### src/rtl/demux_4.sv
// Registered 1-to-4 demultiplexer feeding four downstream FIFOs, with valid/ready toward the
// source, a one-word hold register for stalls on a full channel, and per-channel word counters.
module demux_4 #(
  parameter int unsigned DATA_BITS = 4,
  parameter int unsigned CNT_BITS  = 8
) (
  input  logic                 clk,
  input  logic                 reset_L,
  input  logic                 enb,
  input  logic [DATA_BITS-1:0] entrada,
  input  logic                 valid_in,
  input  logic [1:0]           selector,
  input  logic [3:0]           full,
  output logic                 ready_out,
  output logic [DATA_BITS-1:0] salida0,
  output logic [DATA_BITS-1:0] salida1,
  output logic [DATA_BITS-1:0] salida2,
  output logic [DATA_BITS-1:0] salida3,
  output logic                 push0,
  output logic                 push1,
  output logic                 push2,
  output logic                 push3,
  output logic [CNT_BITS-1:0]  cuenta0,
  output logic [CNT_BITS-1:0]  cuenta1,
  output logic [CNT_BITS-1:0]  cuenta2,
  output logic [CNT_BITS-1:0]  cuenta3
);

  typedef enum logic {StVacio, StEspera} state_e;

  state_e               state_q, state_d;
  logic [DATA_BITS-1:0] hold_data_q, hold_data_d;
  logic [1:0]           hold_sel_q, hold_sel_d;
  logic [3:0]           push_q, push_d;
  logic [DATA_BITS-1:0] salida_q [4];
  logic [CNT_BITS-1:0]  cuenta_q [4];

  logic                 deliver;
  logic [1:0]           del_sel;
  logic [DATA_BITS-1:0] del_data;

  assign ready_out = enb & reset_L & (state_q == StVacio);

  always_comb begin
    state_d     = state_q;
    hold_data_d = hold_data_q;
    hold_sel_d  = hold_sel_q;
    deliver     = 1'b0;
    del_sel     = selector;
    del_data    = entrada;
    push_d      = 4'b0000;
    if (enb) begin
      unique case (state_q)
        StVacio: begin
          if (valid_in) begin
            if (!full[selector]) begin
              deliver = 1'b1;
            end else begin
              hold_data_d = entrada;
              hold_sel_d  = selector;
              state_d     = StEspera;
            end
          end
        end
        StEspera: begin
          // Only the held word's own channel can release the stall.
          del_sel  = hold_sel_q;
          del_data = hold_data_q;
          if (!full[hold_sel_q]) begin
            deliver = 1'b1;
            state_d = StVacio;
          end
        end
        default: state_d = StVacio;
      endcase
    end
    if (deliver) push_d[del_sel] = 1'b1;
  end

  always_ff @(posedge clk or negedge reset_L) begin
    if (!reset_L) begin
      state_q     <= StVacio;
      hold_data_q <= '0;
      hold_sel_q  <= '0;
      push_q      <= '0;
      for (int i = 0; i < 4; i++) begin
        salida_q[i] <= '0;
        cuenta_q[i] <= '0;
      end
    end else begin
      state_q     <= state_d;
      hold_data_q <= hold_data_d;
      hold_sel_q  <= hold_sel_d;
      push_q      <= push_d;
      for (int i = 0; i < 4; i++) begin
        if (push_d[i]) begin
          salida_q[i] <= del_data;
          cuenta_q[i] <= cuenta_q[i] + CNT_BITS'(1);
        end
      end
    end
  end

  assign salida0 = salida_q[0];
  assign salida1 = salida_q[1];
  assign salida2 = salida_q[2];
  assign salida3 = salida_q[3];
  assign push0   = push_q[0];
  assign push1   = push_q[1];
  assign push2   = push_q[2];
  assign push3   = push_q[3];
  assign cuenta0 = cuenta_q[0];
  assign cuenta1 = cuenta_q[1];
  assign cuenta2 = cuenta_q[2];
  assign cuenta3 = cuenta_q[3];

endmodule

### config.mk
export PLATFORM = sky130hd
export DESIGN_NAME = demux_4
export DESIGN_NICKNAME = d
export VERILOG_FILES = /design/src/rtl/demux_4.sv
export SDC_FILE = /design/constraint.sdc
export NUM_CORES = 1
export LEC_CHECK = 0
export CORE_ASPECT_RATIO = 0.9
export CORE_MARGIN = 1.5
export CORE_UTILIZATION = 41
export DETAILED_ROUTE_END_ITERATION = 6
export DONT_BUFFER_PORTS = 1
export SETUP_SLACK_MARGIN = 0.3
export SLEW_MARGIN = 0
export SYNTH_ARGS = -nofsm -noshare
export SYNTH_HDL_FRONTEND = slang
export SYNTH_SLANG_ARGS = --single-unit
### constraint.sdc
create_clock -name clk -period 2.2 [get_ports clk]
set_input_delay 0.55 -clock clk [delete_from_list [all_inputs] [get_ports clk]]
set_output_delay 0.55 -clock clk [all_outputs]
set_load 0.01 [all_outputs]
==> results of run 1 <==
## metrics by stage
step / instances / power, W / instance area, µm² / setup slack, ns / hold WS (ns)
finish: 325 / 0.003623 / 3227 / 0.2505 / -0.09228
global route: 325 / 0.003846 / 3227 / 0.2080 / -0.1196
global placement: 301 / 0.002750 / 2948 / 0.09839 / 0.2557
floorplan: 214 / 0.002519 / 2818 / 0.09172 / 0.2544
CTS: 317 / 0.003597 / 3108 / 0.2596 / -0.1160
detailed placement: 301 / 0.002772 / 2948 / 0.07866 / 0.2555
## timing repair
item	CTS	global route
buffers inserted	0	7
gates cloned	0	1
setup endpoints to repair	15	34
pin swaps	0	7
endpoints found under the hold margin	59	59
resized for setup	0	9
## layout by cell type (no fill, tap or decap), drive strengths merged, types with 2 or more instances in the layout
master	n
a211oi	3
a21oi	3
and2	3
and3	7
buf	16
clkbuf	11
clkinv	5
dfrtp	59
ha	4
inv	3
mux2	32
mux2i	2
nand2	12
nand2b	3
nand3	10
nand4	12
nand4b	3
nor2	6
nor3	5
o21ai	3
xnor2	20
xor2	8
## sequential cells by signal (all words and copies together) (netlist names)
name,cells
cuenta0,8
salida3,4
push_q,4
salida0,4
cuenta1,8
cuenta3,8
salida1,4
hold_data_q,4
salida2,4
hold_sel_q,2
cuenta2,8
state_q,1
## synth_stat cells, types with 2 or more instances
cell	number	share of area (%)
a211oi_4	2	1.5
and2_1	3	0.69
nand2b_1	3	0.69
nand3_1	9	1.7
nor3_1	5	0.92
buf_2	2	0.37
nand4b_1	3	0.97
clkbuf_1	3	0.41
nand2_1	12	1.7
mux2i_1	2	0.74
xnor2_1	20	6.4
o21ai_0	2	0.37
xor2_1	8	2.6
and3_1	7	1.6
nand4_1	12	2.8
dfrtp_1	59	54
ha_1	4	1.8
nor2_1	6	0.83
a21oi_1	2	0.37
inv_1	3	0.41
mux2_2	32	13
## worst max-delay path, delay by kind of cell, from the launching register on
kind / cells / cell delay, ns
AO/OA/AOI/OAI: 2 / 0.48
buffers and inverters: 2 / 0.26
flip-flops: 1 / 0.43
multiplexers: 2 / 0.66
## cells by family (layout without fill, tap and decap cells)
family,after synthesis,count (layout),share of synthesized area (%)
compound gates,13,13,5.387
xor+xnor,28,28,9.024
fa+ha+maj,4,4,1.842
buf+inv,12,36,2.210
flops,59,59,54.33
mux,34,34,14.00
simple gates,64,64,13.21
## area by class of cell
class | count | area (µm²) | share of cell area, %
sequential | 59 | 1476 | 45.75
tap | 87 | 108.9 | 3.373
inverter | 3 | 11.26 | 0.3490
timing repair buffer | 17 | 177.7 | 5.506
clock inverter | 6 | 32.53 | 1.008
clock buffer | 10 | 127.6 | 3.955
multi-input combinational | 143 | 1292 | 40.05
## metal layers
metal | share of wire (%) | vias up | track usage (%)
met5 | 0 | - | 0
met2 | 45 | 59 | 22.95
met1 | 44 | 860 | 20.51
met4 | 1.3 | 0 | 6.250
li1 | - | 791 | -
met3 | 10 | 9 | 10.48
## worst max path at each step
stage                                   start                endpoint  depth (start not counted)
global route        hold_sel_q[1]$_DFFE_PN0P_  salida3[1]$_DFFE_PN0P_                          6
CTS                 hold_sel_q[1]$_DFFE_PN0P_  cuenta3[1]$_DFFE_PN0P_                          5
global placement                  selector[1]  salida3[1]$_DFFE_PN0P_                          5
detailed placement                selector[1]  cuenta3[1]$_DFFE_PN0P_                          5
finish              hold_sel_q[1]$_DFFE_PN0P_  cuenta3[1]$_DFFE_PN0P_                          6
floorplan                         selector[1]  salida3[1]$_DFFE_PN0P_                          5
## where the power goes
group / internal [W] / total, W / switching (W)
registers: 0.00141 / 0.00187 / 0.000463
clock network: 0.000397 / 0.000803 / 0.000406
logic: 0.000545 / 0.000948 / 0.000403
total: 0.00235 / 0.00362 / 0.00127
==> results.toml, run 1 <==
[worst_setup_path]
criticalPathCategory = "reg2reg"
critPathSlowestCell = "dfrtp_1"
rrSetupSlack_ns = 0.25
worstSetupEndpointType = "register"
slowest_delay_ns = 0.43
worstReg2RegStart = "hold_sel_q[1]$_DFFE_PN0P_"
path_cells = "mux2_4 > o32a_4 > a211oi_4 > buf_4 > buf_12 > mux2_2"
path_max_fanout = 7
rr_endpoint = "cuenta3[1]$_DFFE_PN0P_"
start_kind = "register"
worstPathArrival_ns = 2.17
required_ns = 2.42
r2r_cells = 6

[placement]
place.gp.congestion = 0.8032
dpl.hpwl_um = 3822
numPortBuffers = 0

[timing]
worstMarginPinSlew_ns = 0.3989
slew_violations = 0
fin_tns_setup_ns = 0
rsz0062_at_grt = "yes"
timing.final.crit_share_pct = 88.61
relSlewSlack_pct = 73.23
max_clock_freq_mhz = 512.9
clock_skew_ns = 0.007930
finalSetupViolCount = 0
hold-worst-slack_ns = -0.09228
finalHoldViolations = 59
min_period_ns = 1.950

[status]
status = "finished with violations"
violations = "hold timing"

[synth]
synth_cell_types = 36
syn_nets = 232
ys_ff_latch = 59
yosysWarnings = 0
synth-edff-count = 0
seq_area_frac_synth_pct = 54.33
ys_async_sr_fraction_pct = 100.0
syn_inst = 214
synth_ff_type = "dfrtp_1"
netlist_area_mm2 = 0.002718
syn_avg_cell_area_um2 = 12.70

[cells_and_area]
fin_util_pct = 51.63
diodes = 0
areaGrowthSynthToFinish_pct = 18.74
nFillCells = 545
drive_gt1_share_pct = 34.87
layout.nets = 251

[flow_run]
drv_cap = 0

[floorplan]
initial_utilization_pct = 43.48
fp.dieH_um = 80.24
row_count = 27
io_pins = 67
fp.coreArea_mm2 = 0.006250
die_width_um = 88.82
die_area_mm2 = 0.007126

[pwr]
ir_drop_mv = 0.5756
powerDensity_mw_per_mm2 = 1123
p_leak_nw = 1.453

[routing]
ant_nets = 0
viasPerCell = 5.289
drc = 0
vias = 1719
first_iter_violations = 72
totalWireLength_um = 5540
firstDrtPassIters = 4
wl_per_cell_um = 17.05

[clock_network]
htree_levels = 3
clockBufferDepth = 2
cts_sinks = 59
clk_latency_ns = 0.33
cts-root-buf = "clkbuf_8"
clkTransAtPathRegs_ns = 0.07
cts_tree = "done"
cts_inserted_buffers = 9

[hold_path]
hp-class = "in2async"

[grt]
grt_overflow = 0
grt_first_pass_wirelength_um = 8721
antenna_found_initial = 0
grt_pass1_vias = 1675
grt_max_degree = 61
grt.total_usage_pct = 16.55
Note: power is estimated with default switching activity, not from simulation.
==> run 2: changes to the inputs <==
CORE_UTILIZATION = 55   (was 41)
PLACE_DENSITY = 0.7   (was unset)
==> run 2 against run 1 <==
  * The run still ends with hold timing left
  * First-iteration DRC count rose by 64%
  * Via count fell by 0.87%
  * Worst hold slack improved by 0.0027 ns
  * Non-clock buffer count decreased by 8
  * Critical path type unchanged
  * Highest routed layer unchanged
  * Total power up 4.9%
==> results.toml, run 2 (synthesis gave the netlist of run 1 again) <==
[floorplan]
fp.coreArea_mm2 = 0.004805
die_width_um = 77.10
die_area_mm2 = 0.005372
initial_utilization_pct = 56.56
io_pins = 67
row_count = 24
fp.dieH_um = 69.69

[clock_network]
cts_sinks = 59
clkTransAtPathRegs_ns = 0.07
cts_inserted_buffers = 9
cts-root-buf = "clkbuf_8"
htree_levels = 3
cts_tree = "done"
clockBufferDepth = 2
clk_latency_ns = 0.33

[pwr]
p_leak_nw = 1.410
ir_drop_mv = 0.7067
powerDensity_mw_per_mm2 = 1212

[timing]
slew_violations = 0
clock_skew_ns = 0.008191
worstMarginPinSlew_ns = 0.4221
finalSetupViolCount = 0
finalHoldViolations = 59
fin_ws_ns = 0.3040
max_clock_freq_mhz = 527.4
relSlewSlack_pct = 71.86
timing.final.crit_share_pct = 86.18
min_period_ns = 1.896
rsz0062_at_grt = "yes"
fin_tns_setup_ns = 0
hold-worst-slack_ns = -0.08955

[routing]
first_iter_violations = 118
viasPerCell = 5.776
vias = 1704
totalWireLength_um = 5566
ant_nets = 0
drc = 0
firstDrtPassIters = 4
wl_per_cell_um = 18.87

[placement]
pre_cts_slack_ns = 0.09018
numPortBuffers = 0
place.gp.congestion = 0.9591
dpl.hpwl_um = 3809

[worst_setup_path]
path_max_fanout = 13
criticalPathCategory = "reg2reg"
worstSetupEndpointType = "register"
required_ns = 2.41
start_kind = "register"
worstPathArrival_ns = 2.11

[cells_and_area]
fin_util_pct = 65.26
drive_gt1_share_pct = 32.17
mostFrequentLayoutCells = "dfrtp_1, mux2_2, xnor2_1, nand4_1, clkbuf_8"
areaGrowthSynthToFinish_pct = 15.38
layout.nets = 243
diodes = 0
layout_commonest_cell = "dfrtp_1"
nFillCells = 372

[flow_run]
drv_cap = 0

[status]
violations = "hold timing"
status = "finished with violations"

[grt]
grt_max_degree = 61
grt.total_usage_pct = 22.72
grt_pass1_vias = 1805
grt_first_pass_wirelength_um = 9225
grt_overflow = 0
antenna_found_initial = 0

[hold_path]
hp-class = "in2async"
-- run 2: cell types whose count changed in the layout (fill, tap and decap cells not counted), moves of 2 or more --
cell and change:
buf_4 -5, clkbuf_8 +3, clkinv_2 -3, buf_6 -2
mux2_2 +2, mux2_4 -2
-- run 2: power by group --
part	switching, W	internal, W
clock network	0.000409	0.000611
registers	0.000463	0.00141
logic	0.000412	0.000494
-- run 2: worst max-delay path, stage by stage, from the launching register on --
cell	delay (ns)
dfrtp_2	0.38
mux2_2	0.35
o32a_4	0.28
a211oi_4	0.26
buf_12	0.17
mux2_2	0.34
-- run 2: routing by layer --
metal / vias to the layer above / part of all wire, % / global-route usage [%] / wire length, µm
met4: 0 / 0.97 / 6.667 / 54
met5: - / 0 / 0 / 0
met1: 858 / 41 / 27.29 / 2309
li1: 782 / - / - / -
met2: 58 / 49 / 35.69 / 2730
met3: 6 / 8.5 / 11.97 / 472
-- run 2: cell type report --
class                   count  area (µm²)  share of cell area, %
well taps                  65       81.33                  2.594
clock inverters             4       47.55                  1.516
flip-flops and latches     59        1478                  47.13
inverters                   3       11.26                 0.3591
clock buffers              12       165.2                  5.267
multi-input cells         143        1260                  40.18
repair buffers              9       92.59                  2.953
-- run 2: worst paths after layout --
kind                                                 start                    endpoint  slack [ns]  depth (start not counted)
worst max-delay path             hold_sel_q[1]$_DFFE_PN0P_      salida3[2]$_DFFE_PN0P_        0.30                          5
worst max register to register   hold_sel_q[1]$_DFFE_PN0P_      salida3[2]$_DFFE_PN0P_        0.30                          5
worst min-delay path                               reset_L      cuenta0[3]$_DFFE_PN0P_       -0.09                          0
min in group clk                                entrada[1]  hold_data_q[1]$_DFFE_PN0P_        0.36                          1
worst min register to register  hold_data_q[1]$_DFFE_PN0P_  hold_data_q[1]$_DFFE_PN0P_        0.51                          1
max in group asynchronous                          reset_L   hold_sel_q[1]$_DFFE_PN0P_        2.15                          0
-- run 2: per-stage QoR --
step / hold WS, ns / area [µm²] / cells / power, W
after global placement: 0.2561 / 2905 / 277 / 0.002690
after global routing: -0.1194 / 3136 / 295 / 0.004011
after floorplan: 0.2544 / 2818 / 214 / 0.002519
final: -0.08955 / 3136 / 295 / 0.003801
after CTS: -0.1065 / 3134 / 295 / 0.003830
after detailed placement: 0.2563 / 2905 / 277 / 0.002753
-- run 2: repair_timing --
action | CTS | global route
hold endpoints to repair | 59 | 59
resized for setup | 1 | 1
setup endpoints to repair | 24 | 13
setup buffers | 2 | 0
pin swaps | 1 | 0
gates cloned | 0 | 0
